<file path="config.mk">
export PLATFORM = sky130hd
export DESIGN_NAME = pipeline_controller
export DESIGN_NICKNAME = d
export VERILOG_FILES = /design/src/rtl/pipeline_controller.sv
export SDC_FILE = /design/constraint.sdc
export NUM_CORES = 1
export LEC_CHECK = 0
export ABC_CLOCK_PERIOD_IN_PS = 1900
export BUFFER_PORTS_ARGS = -buffer_cell sky130_fd_sc_hd__buf_2
export CAP_MARGIN = 10
export CELL_PAD_IN_SITES_DETAIL_PLACEMENT = 1
export CELL_PAD_IN_SITES_GLOBAL_PLACEMENT = 1
export CORE_UTILIZATION = 34
export DETAILED_ROUTE_END_ITERATION = 8
export HOLD_SLACK_MARGIN = 0.1
export PLACE_DENSITY_LB_ADDON = 0.25
export SYNTH_ARGS = -nofsm -noshare
export SYNTH_HDL_FRONTEND = slang
export SYNTH_SLANG_ARGS = --single-unit
</file>
<file path="constraint.sdc">
create_clock -name clk -period 1.9 [get_ports clk]
set_clock_uncertainty 0.1 [all_clocks]
set_input_delay 0.19 -clock clk [delete_from_list [all_inputs] [get_ports clk]]
set_output_delay 0.19 -clock clk [all_outputs]
set_load 0.05 [all_outputs]
</file>
<file path="src/rtl/pipeline_controller.sv">
// ---------------------------------------------------------------------------
// pipeline_controller
//
// Central hazard/flush/sleep controller for a short in-order pipeline. Tracks
// in-flight register writes in a small shifting scoreboard, raises per-cause
// stall bits, runs a two-cycle flush after taken branches, parks the core
// while sleeping, and counts stalled cycles.
//
// Parameters
//   SB_DEPTH : scoreboard entries, one per stage past decode
//              ([0] execute, [1] memory access, [2] writeback). Must be >= 2.
//   CNT_W    : width of the saturating stall-cycle counter.
//
// Ports
//   clk          in   sole clock, all state updates on posedge
//   rst          in   synchronous, active-high reset
//   dec_valid    in   decode stage holds a valid instruction
//   dec_src_a/b  in   decode source register numbers (3 bits each)
//   dec_use_a/b  in   corresponding source is a register read
//   dec_dst      in   decode destination register
//   dec_dst_wr   in   instruction writes dec_dst
//   dec_is_load  in   result is only available after memory access
//   br_taken     in   execute-stage branch resolved taken
//   slp          in   SLP instruction in execute
//   wake         in   wake / interrupt request
//   mem_busy     in   data memory not ready
//   stall_out    out  per-cause stall vector:
//                     [0] RAW, [1] load-use, [2] sleep, [3] mem busy, [7:4] 0
//   clear_out    out  flush request (registered, 1 cycle after br_taken)
//   fetch_hold   out  freeze PC / fetch
//   stall_count  out  number of cycles with any stall bit set (saturating)
// ---------------------------------------------------------------------------
module pipeline_controller #(
  parameter int SB_DEPTH = 3,
  parameter int CNT_W    = 16
) (
  input  logic             clk,
  input  logic             rst,
  input  logic             dec_valid,
  input  logic [2:0]       dec_src_a,
  input  logic [2:0]       dec_src_b,
  input  logic             dec_use_a,
  input  logic             dec_use_b,
  input  logic [2:0]       dec_dst,
  input  logic             dec_dst_wr,
  input  logic             dec_is_load,
  input  logic             br_taken,
  input  logic             slp,
  input  logic             wake,
  input  logic             mem_busy,
  output logic [7:0]       stall_out,
  output logic             clear_out,
  output logic             fetch_hold,
  output logic [CNT_W-1:0] stall_count
);

  // Flush FSM encoding.
  localparam logic [1:0] FL_IDLE = 2'd0;
  localparam logic [1:0] FL_1    = 2'd1;
  localparam logic [1:0] FL_2    = 2'd2;

  // Sleep FSM encoding.
  localparam logic [0:0] SL_RUN   = 1'b0;
  localparam logic [0:0] SL_SLEEP = 1'b1;

  typedef struct packed {
    logic       valid;
    logic [2:0] dst;
    logic       is_load;
  } sb_entry_t;

  sb_entry_t        sb [SB_DEPTH];
  logic [1:0]       flush_q, flush_d;
  logic [0:0]       sleep_q, sleep_d;

  logic             raw_hit;
  logic             lu_hit;
  logic             any_stall;
  logic             issue;

  // -------------------------------------------------------------------------
  // Hazard detection. The last scoreboard entry is the writeback stage: its
  // register write lands on the same edge the dependent instruction issues,
  // so only the entries ahead of it can cause a hazard.
  // -------------------------------------------------------------------------
  always_comb begin
    // NOTE: every variable assigned in always_comb gets a default first so no
    // path leaves it unassigned and infers a latch.
    raw_hit = 1'b0;
    lu_hit  = 1'b0;
    for (int i = 0; i < SB_DEPTH - 1; i++) begin
      if (dec_valid && sb[i].valid &&
          ((dec_use_a && (sb[i].dst == dec_src_a)) ||
           (dec_use_b && (sb[i].dst == dec_src_b)))) begin
        if (sb[i].is_load) lu_hit  = 1'b1;
        else               raw_hit = 1'b1;
      end
    end
  end

  // A flush squashes the dependent instruction anyway, so hazard stalls are
  // masked while clear_out is high.
  assign clear_out  = (flush_q != FL_IDLE);
  assign stall_out  = {4'b0000,
                       mem_busy,
                       (sleep_q == SL_SLEEP),
                       lu_hit  & ~clear_out,
                       raw_hit & ~clear_out};
  assign any_stall  = |stall_out;
  assign fetch_hold = any_stall & ~clear_out;
  assign issue      = dec_valid & dec_dst_wr & ~any_stall & ~clear_out;

  // -------------------------------------------------------------------------
  // Scoreboard: shifts every cycle whether or not decode issues; a stalled
  // or flushed decode inserts a bubble at the head.
  // -------------------------------------------------------------------------
  always_ff @(posedge clk) begin
    if (rst) begin
      // NOTE: only the valid bits are reset; dst/is_load are qualified by
      // valid, so resetting the payload would cost flops and buy nothing.
      for (int i = 0; i < SB_DEPTH; i++) sb[i].valid <= 1'b0;
    end else begin
      // NOTE: sequential state uses non-blocking assignments so every entry
      // shifts from its pre-edge value, independent of statement order.
      sb[0].valid   <= issue;
      sb[0].dst     <= dec_dst;
      sb[0].is_load <= dec_is_load;
      for (int i = 1; i < SB_DEPTH; i++) sb[i] <= sb[i-1];
    end
  end

  // -------------------------------------------------------------------------
  // Flush FSM: a taken branch (re)starts a two-cycle clear window from any
  // state, so a branch during a flush extends it.
  // -------------------------------------------------------------------------
  always_comb begin
    flush_d = FL_IDLE;
    if (br_taken) begin
      flush_d = FL_1;
    end else begin
      case (flush_q)
        FL_1:    flush_d = FL_2;
        FL_2:    flush_d = FL_IDLE;
        default: flush_d = FL_IDLE;
      endcase
    end
  end

  // -------------------------------------------------------------------------
  // Sleep FSM: wake wins over a coincident slp; a slp being flushed away is
  // ignored.
  // -------------------------------------------------------------------------
  always_comb begin
    sleep_d = sleep_q;
    case (sleep_q)
      SL_RUN:   if (slp && !wake && !clear_out) sleep_d = SL_SLEEP;
      SL_SLEEP: if (wake)                       sleep_d = SL_RUN;
      default:                                  sleep_d = SL_RUN;
    endcase
  end

  always_ff @(posedge clk) begin
    if (rst) begin
      flush_q <= FL_IDLE;
      sleep_q <= SL_RUN;
    end else begin
      flush_q <= flush_d;
      sleep_q <= sleep_d;
    end
  end

  // -------------------------------------------------------------------------
  // Stall-cycle counter, saturating at all-ones.
  // -------------------------------------------------------------------------
  always_ff @(posedge clk) begin
    if (rst) begin
      stall_count <= '0;
    end else if (any_stall && (stall_count != '1)) begin
      stall_count <= stall_count + 1'b1;
    end
  end

endmodule

</file>
### Word level (Yosys, flattened, before mapping)

Memories as Yosys holds them, arrays and structs flattened.
Cells that the tools add are included.

* ROM bits: 0
* word-level logic and storage cells: 61
* memories: 1
* flip-flop bits (word level): 19
* memory bits (writable): 15
* latch bits: 0
* input bits: 20
* output and inout bits: 26

Memories
* sb: depth 3, width 5, rd ports 2, clocked after Yosys merged registers in 0, wr ports 3, line 72 `sb_entry_t sb [SB_DEPTH];`

* bitwise gates (word level): 12
* multipliers: 0
* shift-type cells: 0
* divide/modulo/power cells: 0
* order comparisons: 0
* mux-type cells: 19
* equal/unequal tests: 6
* reduce and logical (&&, ||, !) cells: 18
* $add $sub $neg: 1

Operators with widths (count)
* $mux 1: 17
* $add 16x1->16 const B: 1
* $ne 16x16->1 const B: 1
* $eq 3x3->1: 4
* $logic_and 1x1->1: 11
* $and 1x1->1: 6
* $reduce_or 4->1: 1
* $not 1->1: 3
* $or 1x1->1: 3
* $eq 2x1->1 const B: 1
* $logic_not 1->1: 2
* $logic_or 1x1->1: 2
* $mux 2: 1
* $pmux 1 s2: 1
* $reduce_bool 2->1: 1
* $reduce_or 2->1: 1

### Longest topological paths before layout

Gate-level depths: netlist of run 1.
An unclocked memory read counts as a cell.

* depth in word-level cells: 14
* gate-level depth with buffers: 9
* depth with buffers taken out: 7

### Least setup slack after synthesis of run 1

No wires, ideal clock.

* path kind: register to register
* from: register stall_count[2]
* to: register stall_count[13]
* setup slack: -0.500 ns
* cell stages (with the launch flop): 9
* clock period less this slack: 2.400 ns
* path buffers: 1
* arrival time: 2.177 ns
* setup time: 0.123 ns
* data required time: 1.677 ns
* cells stage by stage: dfxtp_1 -> and4_4 -> and4_1 -> nand3_2 -> nor3_4 -> a21o_4 -> buf_6 -> nor3_1 -> mux2_1

* cells in the longest elaborated chain, start to end: 2
* elaborated cells between the ends (all ways): 3
* classes of those cells: add/sub (1); eq/ne (1); reduce/logical (1)

RTL lines
* from (decl): line 54 `output logic [CNT_W-1:0] stall_count`
* from (signal assigned): line 179 `stall_count <= stall_count + 1'b1;`
* branches (longest 2 deep; another with $add 16x1->16)

Parallel ways; which one is timed is not known.
A chain may end at the register's enable or synchronous reset.

==> metrics.csv, run 1 <==
metric;value;unit
post_route_cells_drive_above_1_share;47.8;%
post-route-drc-count;0;
io_pins;46;
cts-root-buf;sky130_fd_sc_hd__clkbuf_8;
worstReg2RegStart;sb[0][2]$_DFFE_PN_;
viasPerCell;5.17;
top_cells_by_count_synth;sky130_fd_sc_hd__dfxtp_1, sky130_fd_sc_hd__xnor2_1, sky130_fd_sc_hd__a21oi_1;
die_height;69.2;µm
area_growth;46.9;%
critical_path_required;1.97;ns
timing.critical_path.cells;xnor2_1 > nand4_1 > a21oi_2 > o21ai_2 > a21o_4 > buf_4 > buf_4 > o31ai_4 > a21oi_2;
cap_violations;0;
synth.yosys.seq_area_share;43.0;%
final_antenna_net_count;0;
wire_per_inst;15.8;µm
diodes;0;
critical_path_arrival;2.21;ns
slowest_stage;sky130_fd_sc_hd__edfxtp_1;
transition_at_the_pin_with_the_smallest_max_transition_slack;0.649;ns
area.sequential;682;µm²
syn_area_per_cell;9.37;µm²
grt_setup_unrepaired;true;
async_sr_flop_fraction;0;%
filler_cell_count;515;
netlist.area_leader.share;27.4;%
fin_ws;-0.241;ns
cpPeakStageDelay;0.43;ns
grt_util_all_layers;18.9;%
global_route_wire_length_before_repair;7.25;mm
fin_cells;284;
htree_num_levels;2;
core_area;4350;µm²
timing.hold.worst.start;dec_dst[2];
dp.cells;266;
critical_path.n_buffers_inverters;2;
violations;negative setup slack;
synth_largest_area_cell;sky130_fd_sc_hd__dfxtp_1;
power_leakage;0.906;nW
drt_iter0_drc;17;
first_global_vias;1570;
critPathMaxFanout;8;
grt.overflow.total;0;
synthMostInstantiatedCell;sky130_fd_sc_hd__dfxtp_1;
port_buffers;41;
synth_top_cells_by_area;sky130_fd_sc_hd__dfxtp_1, sky130_fd_sc_hd__edfxtp_1, sky130_fd_sc_hd__xnor2_1, sky130_fd_sc_hd__nor2b_1, sky130_fd_sc_hd__a21oi_1;
fp.dieW;69.2;µm
synthCells;164;
clkSlewWorstSetupHoldPaths;0.07;ns
clockBufferDepth;2;
worst_slew_margin_relative_to_its_limit;56.6;%
area_occupied_by_multi_input_gates;922;µm²
finish.net_count;252;
worstSkewPairLatency;0.28;ns
setup_tns;-3.05;ns
worst_setup_path_end_kind;flop;
synth_cell_types;40;
antenna_found_initial;0;
period_needed;2.14;ns
finalSetupViolCount;18;
synth_warnings;0;
timing.hold.worst_path_depth;2;
initial_drt_pass_iterations;4;
critPathKind;reg2reg;
status;complete, but fails checks;
start_kind;flop;
initial_utilization;35.3;%
regToRegSetupSlack;-0.24;ns
layout_worst_path_cycle_share;113;%
hpwl;3.16;mm
ys_seq_elements;29;
max_freq;467;MHz
gp_congestion;0.807;
fp-row-count;24;
via_count;1467;
worst_r2r_endpoint;stall_count[12]$_SDFFE_PP0P_;
tritoncts.num_buffers;5;
grt_start_max_net_pins;21;
synth_area;1540;µm²
tritoncts;done;
timing_hold_violations_final;0;
power_density;703;nW/µm²
critPathLaunch;sb[0][2]$_DFFE_PN_;
totalWireLength;4.49;mm
postSynth.topFlopCell;sky130_fd_sc_hd__dfxtp_1;
hold_end;sb[0][3]$_DFFE_PN_;
clock_sinks;29;
largest_delay_contributor_family_on_the_critical_path;compound AO/OA/AOI/OAI gates;
ir_drop;0.000415;V
reg2regPathDepth;9;
synth_edf_count;8;
report.final.slew_viol_count;0;
hold_path_class;in2reg;
die_area;4790;µm²
==> layer usage <==
| layer | GRT usage (%) | share of wire, % | routed length, µm |
|---|---|---|---|
| met3 | 4.36 | 3.9 | 174 |
| met1 | 21.2 | 41 | 1860 |
| met2 | 34.2 | 53 | 2390 |
| met4 | 7.71 | 1.4 | 62 |
| met5 | 0 | 0 | 0 |
==> how the worst max path moves through the flow <==
stage	end	slack (ns)	depth (start not counted)
2_1_floorplan	stall_count[13]$_SDFFE_PP0P_	-0.16	8
3_3_place_gp	stall_count[9]$_SDFFE_PP0P_	-0.16	7
3_5_place_dp	stall_count[8]$_SDFFE_PP0P_	-0.25	8
4_1_cts	stall_count[8]$_SDFFE_PP0P_	-0.24	8
5_1_grt	stall_count[12]$_SDFFE_PP0P_	-0.37	9
6_report	stall_count[12]$_SDFFE_PP0P_	-0.24	9
==> worst register-to-register path, delay by kind of cell (launching register included) <==
family          cells  cell delay [ns]
simple gates        1             0.12
compound gates      5             0.87
xor+xnor            1             0.20
flops               1             0.43
buf+inv             2             0.32
==> through the flow <==
stage | hold slack [ns] | utilization (%) | cell area [µm²] | power [mW] | setup slack, ns
after floorplan | 0.167 | - | 1590 | 0.841 | -0.156
after global placement | 0.256 | 43.9 | 1910 | 0.894 | -0.160
after detailed placement | 0.262 | 43.9 | 1910 | 0.902 | -0.251
after CTS | 0.102 | 50.5 | 2200 | 1.59 | -0.238
after global routing | 0.108 | 51.8 | 2260 | 1.65 | -0.365
final | 0.104 | 51.8 | 2260 | 1.59 | -0.241
==> placed cells by master, fill, tap and decap left out, types with 6 or more instances in the layout <==
| cell | n |
|---|---|
| sky130_fd_sc_hd__nor2_1 | 8 |
| sky130_fd_sc_hd__nand2_1 | 11 |
| sky130_fd_sc_hd__nor2b_1 | 11 |
| sky130_fd_sc_hd__xnor2_1 | 11 |
| sky130_fd_sc_hd__buf_4 | 21 |
| sky130_fd_sc_hd__dfxtp_1 | 12 |
| sky130_fd_sc_hd__dlygate4sd3_1 | 6 |
| sky130_fd_sc_hd__a21oi_1 | 7 |
| sky130_fd_sc_hd__clkbuf_8 | 6 |
| sky130_fd_sc_hd__a21oi_2 | 7 |
| sky130_fd_sc_hd__edfxtp_1 | 8 |
| sky130_fd_sc_hd__nand4_1 | 8 |
| sky130_fd_sc_hd__buf_2 | 38 |
| sky130_fd_sc_hd__nand3_1 | 6 |
==> timing repair <==
action,CTS,global route
endpoints found under the setup margin,17,19
resized for setup,20,11
endpoints found under the hold margin,5,0
gates cloned,0,0
hold buffers,6,0
pin swaps,14,18
buffers inserted,5,2
==> power by group <==
group          internal (mW)  switching, mW  total, mW
Combinational         0.0983          0.150      0.248
Clock                  0.427          0.236      0.663
Sequential             0.654         0.0214      0.676
Total                   1.18          0.407       1.59
==> kinds of logic (layout without fill, tap and decap cells) <==
family | after synthesis | count (layout) | synth area share [%]
DFF | 29 | 29 | 43.0
AOI/OAI and AO/OA | 32 | 32 | 13.9
other | 1 | 4 | 0.244
adders and majority gates | 1 | 1 | 0.814
buffers and inverters | 17 | 82 | 6.68
muxes | 2 | 2 | 1.47
xor gates and xnor gates | 14 | 14 | 7.98
and+or+nand+nor | 68 | 68 | 25.9
==> state kept, by name (all words and copies together), names as in the netlist <==
name	cells
sleep_q	1
flush_q	2
sb	10
stall_count	16
==> cell type report <==
cell class,instances,area share [%]
Clock inverter,1,1.33
Clock buffer,7,3.82
Tap cell,52,2.88
Sequential cell,29,30.2
Timing Repair Buffer,69,20.1
Inverter,5,0.831
Multi-Input combinational cell,121,40.9
(Power assumes the default switching activity.)
==> run 2: changes to the inputs <==
--- a/config.mk
+++ b/config.mk
@@ -14,6 +14,8 @@
 export DETAILED_ROUTE_END_ITERATION = 8
 export HOLD_SLACK_MARGIN = 0.1
 export PLACE_DENSITY_LB_ADDON = 0.25
+export SETUP_SLACK_MARGIN = 0.1
+export SKIP_LAST_GASP = 1
 export SYNTH_ARGS = -nofsm -noshare
 export SYNTH_HDL_FRONTEND = slang
 export SYNTH_SLANG_ARGS = --single-unit
==> run 2 against run 1 <==
Against the previous run: the run still ends with negative setup slack left; combinational power about the same; sequential share of layout area increased by 0.050 points; register-to-register slack about the same; critical path type unchanged; largest power group unchanged.
==> metrics.csv, run 2 (synthesis gave the netlist of run 1 again) <==
metric;value;unit;change
fp-row-count;24;;unchanged
grt_setup_unrepaired;true;;
fin_cells;284;;unchanged
area.sequential;682;µm²;unchanged
core_area;4350;µm²;unchanged
cts-root-buf;sky130_fd_sc_hd__clkbuf_8;;
critPathMaxFanout;8;;unchanged
layout.cells.most_common;sky130_fd_sc_hd__buf_2;;
area_growth;46.7;%;
diodes;0;;unchanged
totalWireLength;4.49;mm;about the same
drt_iter0_drc;26;;+9
antenna_found_initial;0;;unchanged
ir_drop;0.000415;V;about the same
worst_setup_path_end_kind;flop;;
clockBufferDepth;2;;unchanged
report.final.slew_viol_count;0;;unchanged
final_cell_mix;sky130_fd_sc_hd__buf_2, sky130_fd_sc_hd__buf_4, sky130_fd_sc_hd__dfxtp_1;;
timing.hold.worst.start;dec_dst[2];;
largest_register_ffs;16;;unchanged
period_needed;2.14;ns;-0.00263 ns
regToRegSetupSlack;-0.24;ns;about the same
post_route_cells_drive_above_1_share;47.4;%;-0.43 points
hold_path_class;in2reg;;
clkSlewWorstSetupHoldPaths;0.07;ns;about the same
htree_num_levels;2;;unchanged
die_height;69.2;µm;unchanged
wire_per_inst;15.8;µm;about the same
grt_start_max_net_pins;21;;unchanged
critical_path_arrival;2.21;ns;about the same
via_count;1466;;-0.068%
critPathLaunch;sb[0][2]$_DFFE_PN_;;
critical_path_required;1.97;ns;about the same
max_freq;468;MHz;+0.12%
initial_utilization;35.3;%;unchanged
grt_util_met2;34.4;%;+0.22 points
worst_slew_margin_relative_to_its_limit;56.3;%;-0.31 points
power_leakage;0.903;nW;-0.30%
io_pins;46;;unchanged
critPathKind;reg2reg;;
hpwl;3.16;mm;unchanged
grt_util_all_layers;19.0;%;+0.12 points
worstSkewPairLatency;0.28;ns;about the same
final_core_utilization;51.8;%;-0.086 points
violations;negative setup slack;;
filler_cell_count;518;;+0.58%
clock_sinks;29;;unchanged
dp.cells;266;;unchanged
fin_ws;-0.239;ns;+0.00263 ns
viasPerCell;5.16;;about the same
grt_util_met3;4.36;%;unchanged
grt_util_met1;21.4;%;+0.18 points
final_antenna_net_count;0;;unchanged
reg.largest.list;stall_count: 16 flops, sb: 10 flops, flush_q: 2 flops;;
tritoncts.num_buffers;5;;unchanged
worstReg2RegStart;sb[0][2]$_DFFE_PN_;;
fin_worst_hold_slack;0.104;ns;+0.000186 ns
tritoncts;done;;
die_area;4790;µm²;unchanged
power_density;704;nW/µm²;+0.17%
grt_busiest_layer;met2;;
first_global_vias;1570;;unchanged
setup_tns;-3.00;ns;+0.0473 ns
start_kind;flop;;
largest_register;stall_count;;
initial_drt_pass_iterations;4;;unchanged
fp.dieW;69.2;µm;unchanged
port_buffers;41;;unchanged
grt.overflow.total;0;;unchanged
finish.net_count;252;;unchanged
finalSetupViolCount;18;;unchanged
transition_at_the_pin_with_the_smallest_max_transition_slack;0.654;ns;+0.00462 ns
place_ws;-0.251;ns;unchanged
layout_worst_path_cycle_share;113;%;-0.14 points
gp_congestion;0.807;;unchanged
cap_violations;0;;unchanged
post-route-drc-count;0;;unchanged
area_occupied_by_multi_input_gates;918;µm²;-0.41%
timing_hold_violations_final;0;;unchanged
global_route_wire_length_before_repair;7.30;mm;+0.68%
status;complete, but fails checks;;
## run 2: report_power, final
| group | total, mW | internal, mW | switching [mW] | leakage [nW] |
|---|---|---|---|---|
| clock network | 0.663 | 0.427 | 0.236 | 0.0585 |
| logic | 0.247 | 0.0983 | 0.149 | 0.589 |
| registers | 0.677 | 0.655 | 0.0223 | 0.255 |
## run 2: stage by stage
stage | area [µm²] | total power, mW
2_1_floorplan | 1590 | 0.841
3_3_place_gp | 1910 | 0.894
3_5_place_dp | 1910 | 0.902
4_1_cts | 2190 | 1.59
5_1_grt | 2250 | 1.65
6_report | 2250 | 1.59
## run 2: what timing repair did
item / in CTS / in global routing
gates resized for setup: 19 / 11
hold buffers: 6 / 0
pin swaps: 14 / 17
setup buffers: 5 / 2
endpoints found under the setup margin: 18 / 19
endpoints found under the hold margin: 5 / 0
## run 2: layer usage
metal	up-vias	part of all wire, %
li1	708	-
met1	716	41
met2	36	53
met3	6	4.0
met4	0	1.4
met5	-	0
## run 2: worst paths after layout
check / endpoint / depth (start not counted)
max: stall_count[12]$_SDFFE_PP0P_ / 9
min: sb[0][3]$_DFFE_PN_ / 2
max reg2reg: stall_count[12]$_SDFFE_PP0P_ / 9
min reg2reg: stall_count[1]$_SDFFE_PP0P_ / 2
## run 2: area by class of cell
cell class	instances	area share (%)
Clock buffer	7	3.83
Clock inverter	1	1.33
Inverter	5	0.833
Multi-Input combinational cell	121	40.8
Sequential cell	29	30.3
Tap cell	52	2.89
Timing Repair Buffer	69	20.1
## run 2: worst max-delay path, stage by stage, from the launching register on
cell and delay, ns:
sky130_fd_sc_hd__edfxtp_1 0.43, sky130_fd_sc_hd__xnor2_1 0.20, sky130_fd_sc_hd__nand4_1 0.12, sky130_fd_sc_hd__a21oi_2 0.20, sky130_fd_sc_hd__o21ai_2 0.12, sky130_fd_sc_hd__a21o_4 0.25
sky130_fd_sc_hd__buf_4 0.17, sky130_fd_sc_hd__buf_4 0.15, sky130_fd_sc_hd__o31ai_4 0.22, sky130_fd_sc_hd__a21oi_2 0.08
==> run 3: changes to the inputs <==
--- a/config.mk
+++ b/config.mk
@@ -5,7 +5,7 @@
 export SDC_FILE = /design/constraint.sdc
 export NUM_CORES = 1
 export LEC_CHECK = 0
-export ABC_CLOCK_PERIOD_IN_PS = 1900
+export ABC_CLOCK_PERIOD_IN_PS = 1800
 export BUFFER_PORTS_ARGS = -buffer_cell sky130_fd_sc_hd__buf_2
 export CAP_MARGIN = 10
 export CELL_PAD_IN_SITES_DETAIL_PLACEMENT = 1
@@ -14,6 +14,7 @@
 export DETAILED_ROUTE_END_ITERATION = 8
 export HOLD_SLACK_MARGIN = 0.1
 export PLACE_DENSITY_LB_ADDON = 0.25
+export RECOVER_POWER = 100
 export SETUP_SLACK_MARGIN = 0.1
 export SKIP_LAST_GASP = 1
 export SYNTH_ARGS = -nofsm -noshare
==> constraint.sdc (replaced) <==
create_clock -name clk -period 1.8 [get_ports clk]
set_clock_uncertainty 0.1 [all_clocks]
set_input_delay 0.18 -clock clk [delete_from_list [all_inputs] [get_ports clk]]
set_output_delay 0.18 -clock clk [all_outputs]
set_load 0.05 [all_outputs]
==> run 3 against run 2 <==
Against the previous run: the flow still finishes with violations (negative setup slack); non-clock buffer count rose by 3; first-iteration DRC count increased by 3.8%; core utilization is 1.4 points lower; total power shrank 3.9%; clock power fell by 17%; worst setup slack worse by 0.13 ns; combinational power grew 8.5%; highest routed layer unchanged.
==> metrics.csv, run 3 (synthesis gave the netlist of run 1 again) <==
metric;value;unit;change
status;complete, but fails checks;;
violations;negative setup slack;;
critPathMaxFanout;8;;unchanged
core_area;4350;µm²;unchanged
power_leakage;0.883;nW;-2.2%
ir_drop;0.000332;V;-20%
gp_congestion;0.748;;-7.3%
fin_ws;-0.370;ns;-0.131 ns
place_ws;-0.400;ns;-0.149 ns
grt_util_all_layers;19.2;%;+0.19 points
layout.cells.most_common;sky130_fd_sc_hd__buf_2;;
post-route-drc-count;0;;unchanged
worst_setup_path_end_kind;flop;;
max_freq;461;MHz;-1.4%
initial_utilization;35.3;%;unchanged
report.final.slew_viol_count;0;;unchanged
critPathKind;reg2reg;;
start_kind;flop;;
area_growth;42.6;%;
global_route_wire_length_before_repair;7.25;mm;-0.67%
layout_worst_path_cycle_share;121;%;+8.0 points
viasPerCell;5.14;;-0.45%
final_cell_mix;sky130_fd_sc_hd__buf_2, sky130_fd_sc_hd__buf_4, sky130_fd_sc_hd__xnor2_1, sky130_fd_sc_hd__dfxtp_1;;
timing_hold_violations_final;0;;unchanged
grt.overflow.total;0;;unchanged
diodes;0;;unchanged
cap_violations;0;;unchanged
clkSlewWorstSetupHoldPaths;0.07;ns;about the same
final_antenna_net_count;0;;unchanged
critical_path_required;1.91;ns;-0.06 ns
first_global_vias;1601;;+2.0%
fin_worst_hold_slack;0.115;ns;+0.0104 ns
die_area;4790;µm²;unchanged
power_density;696;nW/µm²;-1.2%
fin_cells;288;;+1.4%
final_core_utilization;50.3;%;-1.4 points
fp-row-count;24;;unchanged
antenna_found_initial;0;;unchanged
grt_start_max_net_pins;17;;-19%
post_route_cells_drive_above_1_share;42.8;%;-4.6 points
hold_path_class;in2reg;;
period_needed;2.17;ns;+0.0310 ns
via_count;1480;;+0.95%
largest_register;stall_count;;
initial_drt_pass_iterations;4;;unchanged
fp.dieW;69.2;µm;unchanged
tritoncts;done;;
clockBufferDepth;2;;unchanged
finalSetupViolCount;19;;+1
hpwl;3.17;mm;+0.39%
reg.largest.list;stall_count: 16 flops, sb: 10 flops, flush_q: 2 flops;;
cts-root-buf;sky130_fd_sc_hd__clkbuf_8;;
die_height;69.2;µm;unchanged
finish.instance_area;2190;µm²;-2.8%
wire_per_inst;15.4;µm;-2.4%
drt_iter0_drc;27;;+3.8%
worstSkewPairLatency;0.29;ns;about the same
port_buffers;41;;unchanged
grt_setup_unrepaired;true;;
totalWireLength;4.44;mm;-1.1%
critical_path_arrival;2.28;ns;+0.07 ns
dp.cells;266;;unchanged
io_pins;46;;unchanged
largest_register_ffs;16;;unchanged
htree_num_levels;2;;unchanged
finish.net_count;256;;+1.6%
clock_sinks;29;;unchanged
placed_area;1910;µm²;+0.26%
tritoncts.num_buffers;5;;unchanged
## run 3: timing repair
action / in CTS / in global routing
buffers inserted: 5 / 1
endpoints found under the hold margin: 7 / 0
endpoints found under the setup margin: 19 / 19
pin swaps: 8 / 6
cloned: 1 / 0
hold buffers: 8 / 0
resized for setup: 10 / 3
## run 3: layout make-up
| class | count | area, µm² |
|---|---|---|
| sequential | 29 | 682 |
| tap | 52 | 65.1 |
| timing repair buffer | 72 | 477 |
| multi-input combinational | 122 | 857 |
| fill | 509 | 2160 |
| clock buffer | 5 | 68.8 |
| clock inverter | 3 | 22.5 |
| inverter | 5 | 18.8 |
## run 3: layer usage
layer	vias up	GRT usage, %	routed length (µm)
li1	721	-	-
met1	720	21.2	1870
met2	31	35.5	2380
met3	8	4.22	123
met4	0	7.48	63
met5	-	0	0
## run 3: metrics by stage
step / TNS (ns) / total power [mW]
final: -4.88 / 1.52
after global routing: -7.14 / 1.60
after CTS: -5.20 / 1.54
after detailed placement: -4.12 / 0.962
after global placement: -3.15 / 0.951
after floorplan: -2.23 / 0.889
## run 3: critical path: stages, from the launching register on
cell and delay [ns]:
sky130_fd_sc_hd__edfxtp_1 0.44, sky130_fd_sc_hd__xnor2_1 0.18, sky130_fd_sc_hd__nand4_1 0.14, sky130_fd_sc_hd__a21oi_2 0.24, sky130_fd_sc_hd__o21ai_4 0.11, sky130_fd_sc_hd__a21o_4 0.24, sky130_fd_sc_hd__or4_1 0.49, sky130_fd_sc_hd__a21oi_2 0.15
## run 3: path summary, 6_finish.rpt
path,cells after the start,end,from,slack [ns]
setup / recovery,7,stall_count[5]$_SDFFE_PP0P_,sb[0][7]$_DFFE_PN_,-0.37
hold / removal,2,sb[0][0]$_DFFE_PN_,dec_is_load,0.11
setup reg to reg,7,stall_count[5]$_SDFFE_PP0P_,sb[0][7]$_DFFE_PN_,-0.37
hold reg to reg,1,sb[0][9]$_SDFF_PP0_,sb[0][4]$_SDFF_PP0_,0.37
## run 3: where the power goes
part	switching (mW)	total (mW)	internal [mW]	leakage [nW]
registers	0.0186	0.709	0.690	0.255
logic	0.159	0.268	0.109	0.592
clock network	0.277	0.548	0.271	0.0364
total	0.455	1.52	1.07	0.883
